===== config.mk =====
export PLATFORM = sky130hd
export DESIGN_NAME = shift_sequencer
export DESIGN_NICKNAME = d
export VERILOG_FILES = /design/src/rtl/shift_sequencer.sv
export SDC_FILE = /design/constraint.sdc
export NUM_CORES = 1
export LEC_CHECK = 0
export BUFFER_PORTS_ARGS = -buffer_cell sky130_fd_sc_hd__clkbuf_2
export CAP_MARGIN = 20
export CORE_MARGIN = 3
export CORE_UTILIZATION = 42
export CTS_CLUSTER_DIAMETER = 30
export DETAILED_ROUTE_END_ITERATION = 6
export PLACE_DENSITY = 0.81
export SLEW_MARGIN = 40
export SYNTH_ARGS = -nofsm -noshare
export SYNTH_HDL_FRONTEND = slang
export SYNTH_SLANG_ARGS = --single-unit

===== constraint.sdc =====
create_clock -name clk -period 1.7 [get_ports clk]
set_input_delay 0.255 -clock clk [delete_from_list [all_inputs] [get_ports clk]]
set_output_delay 0.255 -clock clk [all_outputs]
set_load 0.01 [all_outputs]

===== src/rtl/shift_sequencer.sv =====
// Command-driven controller for an external 8-bit load/shift-right register:
// loads the shifter, issues the requested number of shift pulses, returns Q.
module shift_sequencer #(
    parameter int WIDTH = 8,
    parameter int AMT_W = 4
) (
    input  logic             clk,
    input  logic             reset_n,
    input  logic             clear,
    input  logic             cmd_valid,
    output logic             cmd_ready,
    input  logic [WIDTH-1:0] cmd_data,
    input  logic [AMT_W-1:0] cmd_amt,
    input  logic             cmd_asr,
    output logic             res_valid,
    input  logic             res_ready,
    output logic [WIDTH-1:0] res_data,
    output logic             busy,
    output logic [WIDTH-1:0] sh_load_val,
    output logic             sh_load_n,
    output logic             sh_shift,
    output logic             sh_asr,
    output logic             sh_reset_n,
    input  logic [WIDTH-1:0] sh_q
);

    typedef enum logic [1:0] {IDLE, LOAD, SHIFT, RESP} state_e;

    localparam logic [AMT_W-1:0] AMT_MAX = AMT_W'(WIDTH);

    state_e           state_q, state_d;
    logic [AMT_W-1:0] cnt_q, cnt_d;
    logic [AMT_W-1:0] amt_q, amt_d;
    logic             asr_q, asr_d;
    logic [WIDTH-1:0] data_q, data_d;
    logic [AMT_W-1:0] amt_sat;

    assign amt_sat = (cmd_amt > AMT_MAX) ? AMT_MAX : cmd_amt;

    always_ff @(posedge clk or negedge reset_n) begin
        if (!reset_n) begin
            state_q <= IDLE;
            cnt_q   <= '0;
            amt_q   <= '0;
            asr_q   <= 1'b0;
            data_q  <= '0;
        end else begin
            state_q <= state_d;
            cnt_q   <= cnt_d;
            amt_q   <= amt_d;
            asr_q   <= asr_d;
            data_q  <= data_d;
        end
    end

    always_comb begin
        state_d     = state_q;
        cnt_d       = cnt_q;
        amt_d       = amt_q;
        asr_d       = asr_q;
        data_d      = data_q;
        cmd_ready   = 1'b0;
        res_valid   = 1'b0;
        res_data    = '0;
        busy        = (state_q != IDLE);
        sh_load_val = '0;
        sh_load_n   = 1'b1;
        sh_shift    = 1'b0;
        sh_asr      = 1'b0;
        sh_reset_n  = reset_n && !clear;

        // clear wins over everything, including an unaccepted result
        if (clear) begin
            state_d = IDLE;
            cnt_d   = '0;
        end else begin
            case (state_q)
                IDLE: begin
                    cmd_ready = reset_n;
                    if (cmd_valid && reset_n) begin
                        data_d  = cmd_data;
                        asr_d   = cmd_asr;
                        amt_d   = amt_sat;
                        state_d = LOAD;
                    end
                end
                LOAD: begin
                    sh_load_n   = 1'b0;
                    sh_load_val = data_q;
                    if (amt_q == '0) begin
                        state_d = RESP;
                    end else begin
                        cnt_d   = amt_q;
                        state_d = SHIFT;
                    end
                end
                SHIFT: begin
                    sh_shift = 1'b1;
                    sh_asr   = asr_q;
                    cnt_d    = cnt_q - 1'b1;
                    if (cnt_q == AMT_W'(1)) state_d = RESP;
                end
                RESP: begin
                    res_valid = 1'b1;
                    res_data  = sh_q;
                    if (res_ready) state_d = IDLE;
                end
                default: state_d = IDLE;
            endcase
        end
    end

endmodule


==> results.cfg <==
[die]
die-area_um2 = 3460
die_x_um = 58.8
die_height_um = 58.8
core_um2 = 2570
start_util_pct = 45.6
ios = 49
rows = 18

[cts]
cts-root-buf = clkbuf_4
numCtsBuffers = 3
clkTransAtPathRegs_ns = 0.11
cts_tree = yes
htreeDepth = 1
cts_sinks = 19
clk_latency_ns = 0.29
cts.path.max_buffers = 2

[layout]
final_area_um2 = 1760
n_antenna_cell = 0
utilization_pct = 68.4
n_fill_cell = 195
instances_no_fill = 210
final_net_count = 214
drive_above_1_share_pct = 56.7
area_growth_pct = 50.0

[synthesis]
syn_inst = 117
syn-num-nets = 150
synth_area_um2 = 1170
yosysSeqAreaShare_pct = 40.6
synth_warnings = 0
synth_edf_count = 0
async_flop_share_pct = 100
ys_seq_elements = 19
ys.flop_type = dfrtp_1
synth_area_leader_cell = dfrtp_1
synth_area_leaders = dfrtp_1 (41%), mux2_2 (12%), and2_1 (10%)
netlist_top_cells_count = and2_1 (19), dfrtp_1 (19), mux2_2 (12)
syn_avg_cell_area_um2 = 10.0
ys_types = 24
synth_top_area_share_pct = 40.6

[critical_path]
crit_fanout = 3
worstPathRequired_ns = 1.92
endpoint_kind = flip-flop
rrSetupSlack_ns = -0.06
arrival_ns = 1.98
rr_startpoint = cnt_q[1]$_DFFE_PN0P_
cp-start-kind = flip-flop
cp-startpoint = cnt_q[1]$_DFFE_PN0P_
crit_type = flip-flop to flip-flop

[drt]
drt_iter0_markers = 36
drt-total-wl_um = 2970
wl_per_cell_um = 14.2
antenna_left = 0
viasPerCell = 5.26
dr.pass1.iters = 4
vias = 1105
drc = 0

[power]
combPwrFrac_pct = 54.6
vdd_drop_max_v = 0.000849
p_sw_w = 0.000846
intPower_w = 0.00140
p_sw_share_pct = 37.6
power_frac_clock_pct = 10.1
p_per_area_nw_per_um2 = 1280
p_leak_nw = 0.851
pwr-share-seq_pct = 35.4

[sta]
grt_setup_unrepaired = true
fmax_mhz = 568
drv_slew = 0
relSlewSlack_pct = 72.5
min_period_over_period_pct = 104
worst_pin_slew_ns = 0.413
layout_min_cycle_time_ns = 1.76
finClkSkew_ns = 0.00586
worst_slack_ns = -0.0611
setup_viol = 12
finalHoldViolations = 0

[place]
numPortBuffers = 48
hpwl_um = 2070
placed_cells = 197
gp_congestion = 0.807
post_dp_cell_area_um2 = 1480

[worst_hold_path]
holdCritPathClass = input port to flip-flop
min-delay-start = cmd_amt[1]

[global_routing]
grt_use_total_pct = 17.7
grt_pass1_vias = 1099
overflow = 0
grt_pass1_wl_um = 4670
antenna_found_initial = 0
grt_start_max_net_pins = 20

[run]
max-cap-violations = 0

[outcome]
outcome = complete, but fails checks
violations = setup timing
==> final cells by class <==
class	count	area [um^2]	area share (%)
inverter	7	26.3	1.50
timing repair buffer	63	423	24.1
tap	30	37.5	2.14
multi-input combinational	87	768	43.7
sequential	19	475	27.1
clock buffer	4	26.3	1.50
==> critical path: stages (launching register included) <==
cell and delay, ns:
dfrtp_1 0.41, inv_2 0.08, ha_4 0.11, or3b_1 0.34
a221o_1 0.38, or2_0 0.22, a21oi_1 0.15
==> sequential cells by signal (all words and copies together) (netlist names) <==
register,flops
amt_q,4
cnt_q,4
asr_q,1
state_q,2
data_q,8
==> final timing paths <==
kind	endpoint	cells after the start
max in group asynchronous	amt_q[0]$_DFFE_PN0P_	3
hold reg to reg	asr_q$_DFFE_PN0P_	1
hold / removal	amt_q[1]$_DFFE_PN0P_	3
setup / recovery	state_q[0]$_DFFE_PN0P_	6
min in group asynchronous	cnt_q[0]$_DFFE_PN0P_	3
setup reg to reg	state_q[0]$_DFFE_PN0P_	6
==> cells in the final DEF, fill, tap and decap left out, types with 2 or more instances in the layout <==
master / instances
a21oi_1: 8
a311oi_1: 2
and2_1: 10
and2_4: 9
buf_2: 3
buf_4: 11
buf_6: 12
clkbuf_2: 36
clkbuf_4: 3
dfrtp_1: 19
ha_1: 2
ha_4: 5
inv_1: 3
inv_2: 4
mux2_2: 12
mux2i_1: 4
nand2_1: 5
nand2b_1: 3
nand3_1: 2
nor2_1: 3
nor2b_1: 2
nor2b_2: 2
nor2b_4: 3
o21ai_0: 6
or3_1: 2
==> metrics by stage <==
step	hold slack, ns	setup TNS [ns]	setup WS, ns	total power (W)
2_1_floorplan	-0.0406	-0.00300	-0.000750	0.00143
3_3_place_gp	0.292	-0.00234	-0.00234	0.00170
3_5_place_dp	0.296	-0.0261	-0.0261	0.00176
4_1_cts	0.178	-0.0564	-0.0168	0.00213
5_1_grt	0.178	-1.81	-0.129	0.00242
6_report	0.183	-0.212	-0.0611	0.00225
==> cells by family after synthesis <==
group / count (synthesis) / synth area share (%)
AO/OA/AOI/OAI: 17 / 8.33
adder cells (fa/ha/maj): 7 / 7.48
buffers and inverters: 13 / 4.91
flip-flops: 19 / 40.6
multiplexers: 16 / 15.0
AND/OR/NAND/NOR: 45 / 23.7
==> metal layers <==
layer / track usage (%) / routed length (um) / share of wire, % / vias to the layer above
met3: 3.73 / 231 / 7.8 / 10
li1: - / - / - / 521
met5: 0 / 0 / 0 / -
met4: 7.77 / 57 / 1.9 / 0
met2: 31.1 / 1520 / 51 / 61
met1: 20.6 / 1170 / 39 / 513
==> power groups by stage <==
stage / clock (W) / combinational (W) / sequential (W)
2_1_floorplan: 0 / 0.000666 / 0.000769
3_3_place_gp: 0 / 0.000926 / 0.000776
3_5_place_dp: 0 / 0.000977 / 0.000788
4_1_cts: 0.000235 / 0.00111 / 0.000783
5_1_grt: 0.000257 / 0.00135 / 0.000814
6_report: 0.000226 / 0.00123 / 0.000795
==> repair_timing <==
| action | 4_1_cts | 5_1_grt |
|---|---|---|
| endpoints found under the hold margin | 19 | 0 |
| hold buffers | 1 | 0 |
| endpoints found under the setup margin | 20 | 30 |
| gates cloned | 2 | 0 |
| setup buffers | 4 | 2 |
| pin swaps | 16 | 14 |
| resized for setup | 19 | 31 |
No activity file was read; power rests on OpenSTA's default activity.
